===== src/rtl/rr_lane_arbiter_pkg.sv =====
// Shared constants, FSM state type and one-hot helper for the round-robin lane arbiter.
package rr_lane_arbiter_pkg;

    localparam int unsigned DEF_N        = 8;
    localparam int unsigned DEF_MAX_HOLD = 16;
    localparam int unsigned MAX_LANES    = 64;

    typedef enum logic {
        IDLE = 1'b0,
        BUSY = 1'b1
    } arb_state_e;

    // Wide result; callers truncate to their lane count.
    function automatic logic [MAX_LANES-1:0] onehot(input int unsigned idx);
        return {{(MAX_LANES-1){1'b0}}, 1'b1} << idx;
    endfunction

endpackage


===== src/rtl/rr_lane_arbiter_pick.sv =====
// Combinational rotate-priority finder: first set bit of req & ~mask, searching upward from ptr.
module rr_pick
    import rr_lane_arbiter_pkg::*;
#(
    parameter int unsigned N   = DEF_N,
    parameter int unsigned IDW = $clog2(N)
) (
    input  logic [N-1:0]   req,
    input  logic [N-1:0]   mask,
    input  logic [IDW-1:0] ptr,
    output logic [IDW-1:0] winner,
    output logic           found
);

    logic [N-1:0] cand;

    always_comb begin
        int unsigned idx;
        cand   = req & ~mask;
        winner = '0;
        found  = 1'b0;
        idx    = 0;
        for (int unsigned i = 0; i < N; i++) begin
            idx = (32'(ptr) + i) % N;
            if (!found && cand[idx]) begin
                found  = 1'b1;
                winner = IDW'(idx);
            end
        end
    end

endmodule


===== src/rtl/rr_lane_arbiter.sv =====
// Round-robin arbiter for one shared response lane among N requesters.
// Optional grant-tenure timeout enabled by defining RR_LANE_ARBITER_TIMEOUT_EN.
module rr_lane_arbiter
    import rr_lane_arbiter_pkg::*;
#(
    parameter int unsigned N        = DEF_N,
    parameter int unsigned MAX_HOLD = DEF_MAX_HOLD,
    parameter int unsigned IDW      = $clog2(N)
) (
    input  logic           clk,
    input  logic           rst,
    input  logic [N-1:0]   req,
    input  logic           done,
    output logic [N-1:0]   gnt,
    output logic           gnt_vld,
    output logic [IDW-1:0] gnt_id,
    output logic           timeout_err
);

    if (MAX_HOLD < 2) begin : g_bad_max_hold
        $error("MAX_HOLD must be at least 2");
    end

    arb_state_e     state;
    logic [IDW-1:0] ptr;
    logic [IDW-1:0] winner;
    logic [IDW-1:0] ptr_next;
    logic [N-1:0]   win_vec;
    logic           found;
    logic           timeout_hit;
    logic           release_now;

    // gnt is zero in IDLE and the owner's one-hot in BUSY, so it doubles as the owner mask.
    rr_pick #(
        .N   (N),
        .IDW (IDW)
    ) u_pick (
        .req    (req),
        .mask   (gnt),
        .ptr    (ptr),
        .winner (winner),
        .found  (found)
    );

    always_comb begin
        win_vec     = N'(onehot(32'(winner)));
        ptr_next    = IDW'((32'(winner) + 32'd1) % N);
        release_now = done || !req[gnt_id] || timeout_hit;
    end

    assign gnt_vld = |gnt;

    always_ff @(posedge clk or posedge rst) begin
        if (rst) begin
            state  <= IDLE;
            gnt    <= '0;
            gnt_id <= '0;
            ptr    <= '0;
        end else begin
            case (state)
                IDLE: begin
                    if (found) begin
                        gnt    <= win_vec;
                        gnt_id <= winner;
                        ptr    <= ptr_next;
                        state  <= BUSY;
                    end
                end
                BUSY: begin
                    if (release_now) begin
                        if (found) begin
                            gnt    <= win_vec;
                            gnt_id <= winner;
                            ptr    <= ptr_next;
                        end else begin
                            gnt   <= '0;
                            state <= IDLE;
                        end
                    end
                end
                default: state <= IDLE;
            endcase
        end
    end

`ifdef RR_LANE_ARBITER_TIMEOUT_EN
    localparam int unsigned HCW = $clog2(MAX_HOLD + 1);

    logic [HCW-1:0] hold_cnt;
    logic           new_grant;

    assign timeout_hit = (state == BUSY) && (hold_cnt == HCW'(MAX_HOLD - 1));
    assign new_grant   = found && ((state == IDLE) || release_now);

    always_ff @(posedge clk or posedge rst) begin
        if (rst) begin
            hold_cnt    <= '0;
            timeout_err <= 1'b0;
        end else begin
            // Flag only revocations that nothing else would have caused.
            timeout_err <= timeout_hit && !done && req[gnt_id];
            if (new_grant) begin
                hold_cnt <= '0;
            end else if (state == BUSY && hold_cnt != HCW'(MAX_HOLD)) begin
                hold_cnt <= hold_cnt + HCW'(1);
            end
        end
    end
`else
    assign timeout_hit = 1'b0;
    assign timeout_err = 1'b0;
`endif

endmodule


===== config.mk =====
export PLATFORM = sky130hd
export DESIGN_NAME = rr_lane_arbiter
export DESIGN_NICKNAME = d
export VERILOG_FILES = /design/src/rtl/rr_lane_arbiter_pkg.sv /design/src/rtl/rr_lane_arbiter_pick.sv /design/src/rtl/rr_lane_arbiter.sv
export SDC_FILE = /design/constraint.sdc
export NUM_CORES = 1
export LEC_CHECK = 0
export CAP_MARGIN = 20
export CORE_UTILIZATION = 61
export DETAILED_ROUTE_END_ITERATION = 10
export GPL_ROUTABILITY_DRIVEN = 0
export PLACE_DENSITY_LB_ADDON = 0.25
export SYNTH_ARGS = -nofsm -noshare
export SYNTH_HDL_FRONTEND = slang
export SYNTH_SLANG_ARGS = --single-unit

===== constraint.sdc =====
create_clock -name clk -period 8 [get_ports clk]
set_clock_uncertainty 0.15 [all_clocks]
set_input_delay 0.8 -clock clk [delete_from_list [all_inputs] [get_ports clk]]
set_output_delay 0.8 -clock clk [all_outputs]
set_load 0.05 [all_outputs]

==> results of run 1 <==
-- state kept, by name (all words and copies together), names as in the netlist --
name and count:
gnt_id 3, state 1, gnt 8, ptr 3
-- cell usage after synthesis (all sizes together) (3+ instances only) --
master,number
nand2b,10
mux4,12
inv,6
nand2,18
nor2b,8
o21ai,10
dfrtp,15
buf,6
mux2i,17
mux2,6
ha,8
nand3,12
a21oi,8
a22oi,5
o211ai,3
nor2,11
-- layout make-up --
class | instances | area share, %
Multi-Input combinational cell | 168 | 67.9
Sequential cell | 15 | 17.6
Timing Repair Buffer | 22 | 10.3
Tap cell | 31 | 1.82
Clock buffer | 3 | 1.06
Inverter | 6 | 1.06
Clock inverter | 1 | 0.235
-- worst paths after layout --
path	endpoint	from	depth (start not counted)	slack (ns)
hold / removal	gnt_id[2]	gnt_id[2]	2	0.45
max in group asynchronous	gnt[2]	rst	2	6.63
setup / recovery	ptr[2]	ptr[0]	11	3.75
setup reg to reg	ptr[2]	ptr[0]	11	3.75
min in group asynchronous	gnt[5]	rst	2	0.70
hold reg to reg	gnt_id[2]	gnt_id[2]	2	0.45
-- worst reg2reg max path, stage by stage, from the launching register on --
cell       delay, ns
dfrtp_1         0.76
inv_2           0.31
ha_1            0.57
inv_2           0.18
mux4_2          0.36
nand4_4         0.19
a2111oi_0       0.52
a21oi_1         0.15
a21boi_0        0.31
ha_1            0.25
ha_1            0.24
o21ai_0         0.18
-- layer usage --
metal	wire length, µm	GRT usage (%)	up-vias
met3	399	3.79	19
met2	2620	56.2	90
li1	-	-	786
met4	156	15.0	0
met1	2020	41.7	870
met5	0	0	-
-- cells by family after synthesis --
family | Yosys count | synth area share (%)
XOR/XNOR | 4 | 2.24
AO/OA/AOI/OAI | 49 | 20.6
AND/OR/NAND/NOR | 71 | 20.3
other | 1 | 0.197
multiplexers | 35 | 27.5
buffers and inverters | 14 | 4.21
flip-flops | 15 | 19.7
adder cells (fa/ha/maj) | 8 | 5.26
-- stage by stage --
step / setup WS, ns / hold WS (ns) / cells
3_5_place_dp: 3.77 / 0.426 / 242
3_3_place_gp: 3.90 / 0.423 / 242
5_1_grt: 3.47 / 0.488 / 246
6_report: 3.75 / 0.451 / 246
4_1_cts: 3.79 / 0.450 / 246
2_1_floorplan: 4.73 / 0.480 / 197
==> reports/qor.yml, run 1 <==
multiInputGateArea_mm2: 0.00145
async_s_r_ff_share_synth_pct: 100
clock_sink_count: 15
drt_first_iter_violations: 153
syn-num-nets: 216
final_worst_path_cycle_share_pct: 53.2
grt_pass1_wl_um: 8280
ys_seq_area_share_pct: 19.7
post-synth-top-area-cell: "dfrtp_1"
globalRoute.totalOverflow: 0
grt_pass1_vias: 1706
worst-path-max-fanout: 13
cts.repair_timing.setup_buffer_count: 0
antenna_found_initial: 0
timing.max_slew.rel_slack_pct: 30.5
synthesis.instances: 197
die_x_um: 57.9
boundaryPins: 24
die_height_um: 57.9
final.min_clock_period_ns: 4.25
cts.path.max_buffers: 2
finish.utilization_pct: 74.7
cts.repair.resized: 0
count_of_unique_library_cells_instantiated_by_yosys: 58
tightest_slew_ns: 1.03
crit_path_frequent_cell: "ha_1"
wirelength_um: 5200
final-hold-violation-count: 0
failed_checks: "DRC"
upper_clock_frequency_limit_ghz: 0.235
synth_area_per_cell_um2: 9.66
routed_via_density: 7.17
final_sum_of_negative_setup_slack_ns: 0
clock_insertion_delay_worst_skew_ns: 0.29
cts_hold_buf: 0
fin_nets: 235
maxSlewViolCount: 0
buffers_added_on_ports: 22
insertedDiodeCount: 0
fin_area_mm2: 0.00213
place.detailed.hpwl_um: 4170
drv.max_cap_violation_count: 0
clock_tree_from_tritoncts: "yes"
placementRows: 19
cts_root_buf: "clkbuf_4"
cpMaxStageDelayCell: "dfrtp_1"
final_cell_mix: "22 x clkdlybuf4s50_1, 18 x nand2_1, 15 x dfrtp_1"
ant_nets: 0
synth_largest_type_area_fraction_pct: 19.7
setup_viol: 0
run_status: "finished, violations left"
groute.usage.overall_pct: 32.8
drc: 1
regArea_um2: 375
setup_repair_after_global_routing_missed_its_margin: "false"
critical-path-top-delay-family: "compound AO/OA/AOI/OAI gates"
wl_per_cell_um: 21.1
fillerInstances: 199
instance_area_after_placement_mm2: 0.00210
synth.ff_latch_count: 15
ys.flop_type: "dfrtp_1"
synthesis.yosys.warnings: 0
synthesized_cell_area_mm2: 0.00190
vias: 1765
worst_path_largest_cell_delay_ns: 0.76
criticalPathCategory: "reg2reg"
endpoint_kind: "flip-flop"
grt_max_degree: 17
critPathLaunchType: "flip-flop"
final_common_cell: "clkdlybuf4s50_1"
syn2layout_area_growth_pct: 12.0
number_of_synthesized_flops_with_an_enable_pin: 0
path_clk_slew_ns: 0.09
detail_route.first_pass.iterations: 7
drive_above_1_share_pct: 19.1
timing.critical_path.buf_inv: 2
worst_ep_arrival_time_ns: 4.31
crit_path_cell_trace: "inv_2 -> ha_1 -> inv_2 -> mux4_2 -> nand4_4 -> a2111oi_0 -> a21oi_1 -> a21boi_0 -> ha_1 -> ha_1 -> o21ai_0"
die_area_mm2: 0.00335
initial_utilization_pct: 66.7
clock_buffers_created_by_tritoncts: 3
yosys-top-cells-area: "dfrtp_1 20%, mux4_2 14%, mux2i_1 7.4%"
cp.required_ns: 8.06
hold_path_class: "reg2reg"
cts-htree-levels: 1
core_region_area_mm2: 0.00285
Power of run 1 is not shown: default switching activity piles up to over one toggle a cycle in this logic, so the estimate is an artifact.
==> inputs of run 2 (changes only) <==
--- a/config.mk
+++ b/config.mk
@@ -6,7 +6,7 @@
 export NUM_CORES = 1
 export LEC_CHECK = 0
 export CAP_MARGIN = 20
-export CORE_UTILIZATION = 61
+export CORE_UTILIZATION = 51
 export DETAILED_ROUTE_END_ITERATION = 10
 export GPL_ROUTABILITY_DRIVEN = 0
 export PLACE_DENSITY_LB_ADDON = 0.25
==> constraint.sdc (replaced) <==
create_clock -name clk -period 3.5 [get_ports clk]
set_clock_uncertainty 0.15 [all_clocks]
set_input_delay 0.35 -clock clk [delete_from_list [all_inputs] [get_ports clk]]
set_output_delay 0.35 -clock clk [all_outputs]
set_load 0.05 [all_outputs]
==> reports/qor.yml, run 2 (synthesis gave the netlist of run 1 again) <==
groute.usage.overall_pct: 28.2  # was 32.8%
critical-path-top-delay-family: "compound AO/OA/AOI/OAI gates"  # unchanged
timing.critical_path.buf_inv: 1  # was 2
reg.largest.list: "gnt x8, gnt_id x3, ptr x3"  # unchanged
cts_hold_buf: 0  # unchanged
final_common_cell: "clkdlybuf4s50_1"  # unchanged
post-place-ws_ns: -0.0297  # was 3.77 ns
criticalPathCategory: "reg2reg"  # unchanged
tightest_slew_ns: 0.615  # was 1.03 ns
boundaryPins: 24  # unchanged
placementRows: 21  # was 19
grt_max_degree: 17  # unchanged
core_region_area_mm2: 0.00344  # was 0.00285 mm²
drt_first_iter_violations: 203  # was 153
crit_path_cell_trace: "buf_4 -> ha_1 -> xor2_2 -> mux4_2 -> mux2_4 -> a41oi_1 -> o22a_1 -> o31ai_2 -> a21boi_0 -> ha_1 -> ha_1 -> o21ai_0"  # was inv_2 -> ha_1 -> inv_2 -> mux4_2 -> nand4_4 -> a2111oi_0 -> a21oi_1 -> a21boi_0 -> ha_1 -> ha_1 -> o21ai_0
syn2layout_area_growth_pct: 23.6  # was 12.0%
worst_ep_arrival_time_ns: 3.37  # was 4.31 ns
globalRoute.totalOverflow: 0  # unchanged
worst_path_largest_cell_delay_ns: 0.45  # was 0.76 ns
die_area_mm2: 0.00398  # was 0.00335 mm²
drc: 0  # was 1
crit_path_frequent_cell: "ha_1"  # unchanged
cts-htree-levels: 1  # unchanged
cts_root_buf: "clkbuf_8"  # was clkbuf_4
grt_pass1_vias: 1767  # was 1,706
worst-path-max-fanout: 6  # was 13
final.min_clock_period_ns: 3.36  # was 4.25 ns
hold_path_class: "in2async"  # was reg2reg
clock_buffers_created_by_tritoncts: 3  # unchanged
fin_nets: 254  # was 235
drive_above_1_share_pct: 29.1  # was 19.1%
final-hold-violation-count: 0  # unchanged
maxSlewViolCount: 0  # unchanged
die_height_um: 63.1  # was 57.9 µm
clock_tree_from_tritoncts: "yes"  # unchanged
vias: 1793  # was 1,765
wl_per_cell_um: 19.3  # was 21.1 µm
clock_insertion_delay_worst_skew_ns: 0.24  # was 0.29 ns
cpMaxStageDelayCell: "dfrtp_2"  # was dfrtp_1
clock_sink_count: 15  # unchanged
detail_route.first_pass.iterations: 4  # was 7
antenna_found_initial: 0  # unchanged
die_x_um: 63.1  # was 57.9 µm
cp.required_ns: 3.52  # was 8.06 ns
place.detailed.hpwl_um: 4320  # was 4170 µm
initial_utilization_pct: 55.3  # was 66.7%
timing.max_slew.rel_slack_pct: 57.9  # was 30.5%
final_cell_mix: "22 x clkdlybuf4s50_1, 19 x buf_4, 18 x nand2_1"  # was 22 x clkdlybuf4s50_1, 18 x nand2_1, 15 x dfrtp_1
ant_nets: 0  # unchanged
setup_viol: 0  # unchanged
number_of_flip_flops_under_the_largest_register_name: 8  # unchanged
insertedDiodeCount: 0  # unchanged
final_sum_of_negative_setup_slack_ns: 0  # unchanged
grt_pass1_wl_um: 8770  # was 8280 µm
routed_via_density: 6.40  # was 7.17
endpoint_kind: "flip-flop"  # unchanged
buffers_added_on_ports: 22  # unchanged
worst_slack_ns: 0.145  # was 3.75 ns
upper_clock_frequency_limit_ghz: 0.298  # was 0.235 GHz
wirelength_um: 5400  # was 5200 µm
critPathLaunchType: "flip-flop"  # unchanged
final_worst_path_cycle_share_pct: 95.9  # was 53.2%
largest_register: "gnt"  # unchanged
cts.path.max_buffers: 2  # unchanged
run_status: "finished clean"  # was finished, violations left
drv.max_cap_violation_count: 0  # unchanged
path_clk_slew_ns: 0.06  # was 0.09 ns
-- run 2: cell types whose count changed in the layout (fill, tap and decap cells not counted), moves of 3 or more --
cell and change:
clkbuf_8 +3, buf_4 +19, dfrtp_2 +3, dfrtp_1 -3, clkbuf_4 -3
-- run 2: routing by layer --
metal  track usage (%)  share of wire (%)
met1              36.6                 41
met2              47.7                 51
met3              3.26                5.7
met4              11.0                1.7
met5                 0                  0
-- run 2: worst reg2reg max path, cell delays in order (launching register included) --
cell and delay (ns):
dfrtp_2 0.45, buf_4 0.16, ha_1 0.24, xor2_2 0.23, mux4_2 0.38, mux2_4 0.34, a41oi_1 0.19, o22a_1 0.18
o31ai_2 0.08, a21boi_0 0.26, ha_1 0.24, ha_1 0.23, o21ai_0 0.15
-- run 2: what timing repair did --
| action | in CTS | in global routing |
|---|---|---|
| setup buffers | 0 | 2 |
| setup endpoints to repair | 0 | 10 |
| gates resized for setup | 0 | 10 |
-- run 2: worst paths after layout --
check | startpoint | end | slack [ns] | depth (start not counted)
hold reg to reg | gnt[3] | gnt[3] | 0.44 | 2
setup / recovery | ptr[1] | ptr[2] | 0.14 | 12
max in group asynchronous | rst | ptr[1] | 2.48 | 2
min in group clk | gnt[3] | gnt[3] | 0.44 | 2
setup reg to reg | ptr[1] | ptr[2] | 0.14 | 12
hold / removal | rst | gnt[7] | 0.31 | 2
-- run 2: layout make-up --
class,count,area [µm²]
repair buffers,41,363
clock buffers,4,45.0
inverters,6,22.5
fillers,269,1090
well taps,46,57.6
flip-flops and latches,15,379
multi-input cells,168,1490
-- run 2: per-stage QoR --
stage	cells	instance area, µm²	hold WS (ns)	utilization, %
after floorplan	197	1900	0.101	-
after global placement	274	2250	0.428	65.4
after detailed placement	274	2250	0.428	65.4
after CTS	278	2300	0.324	66.7
after global routing	280	2350	0.389	68.3
final	280	2350	0.309	68.3
Power of run 2 is left out for the same reason.
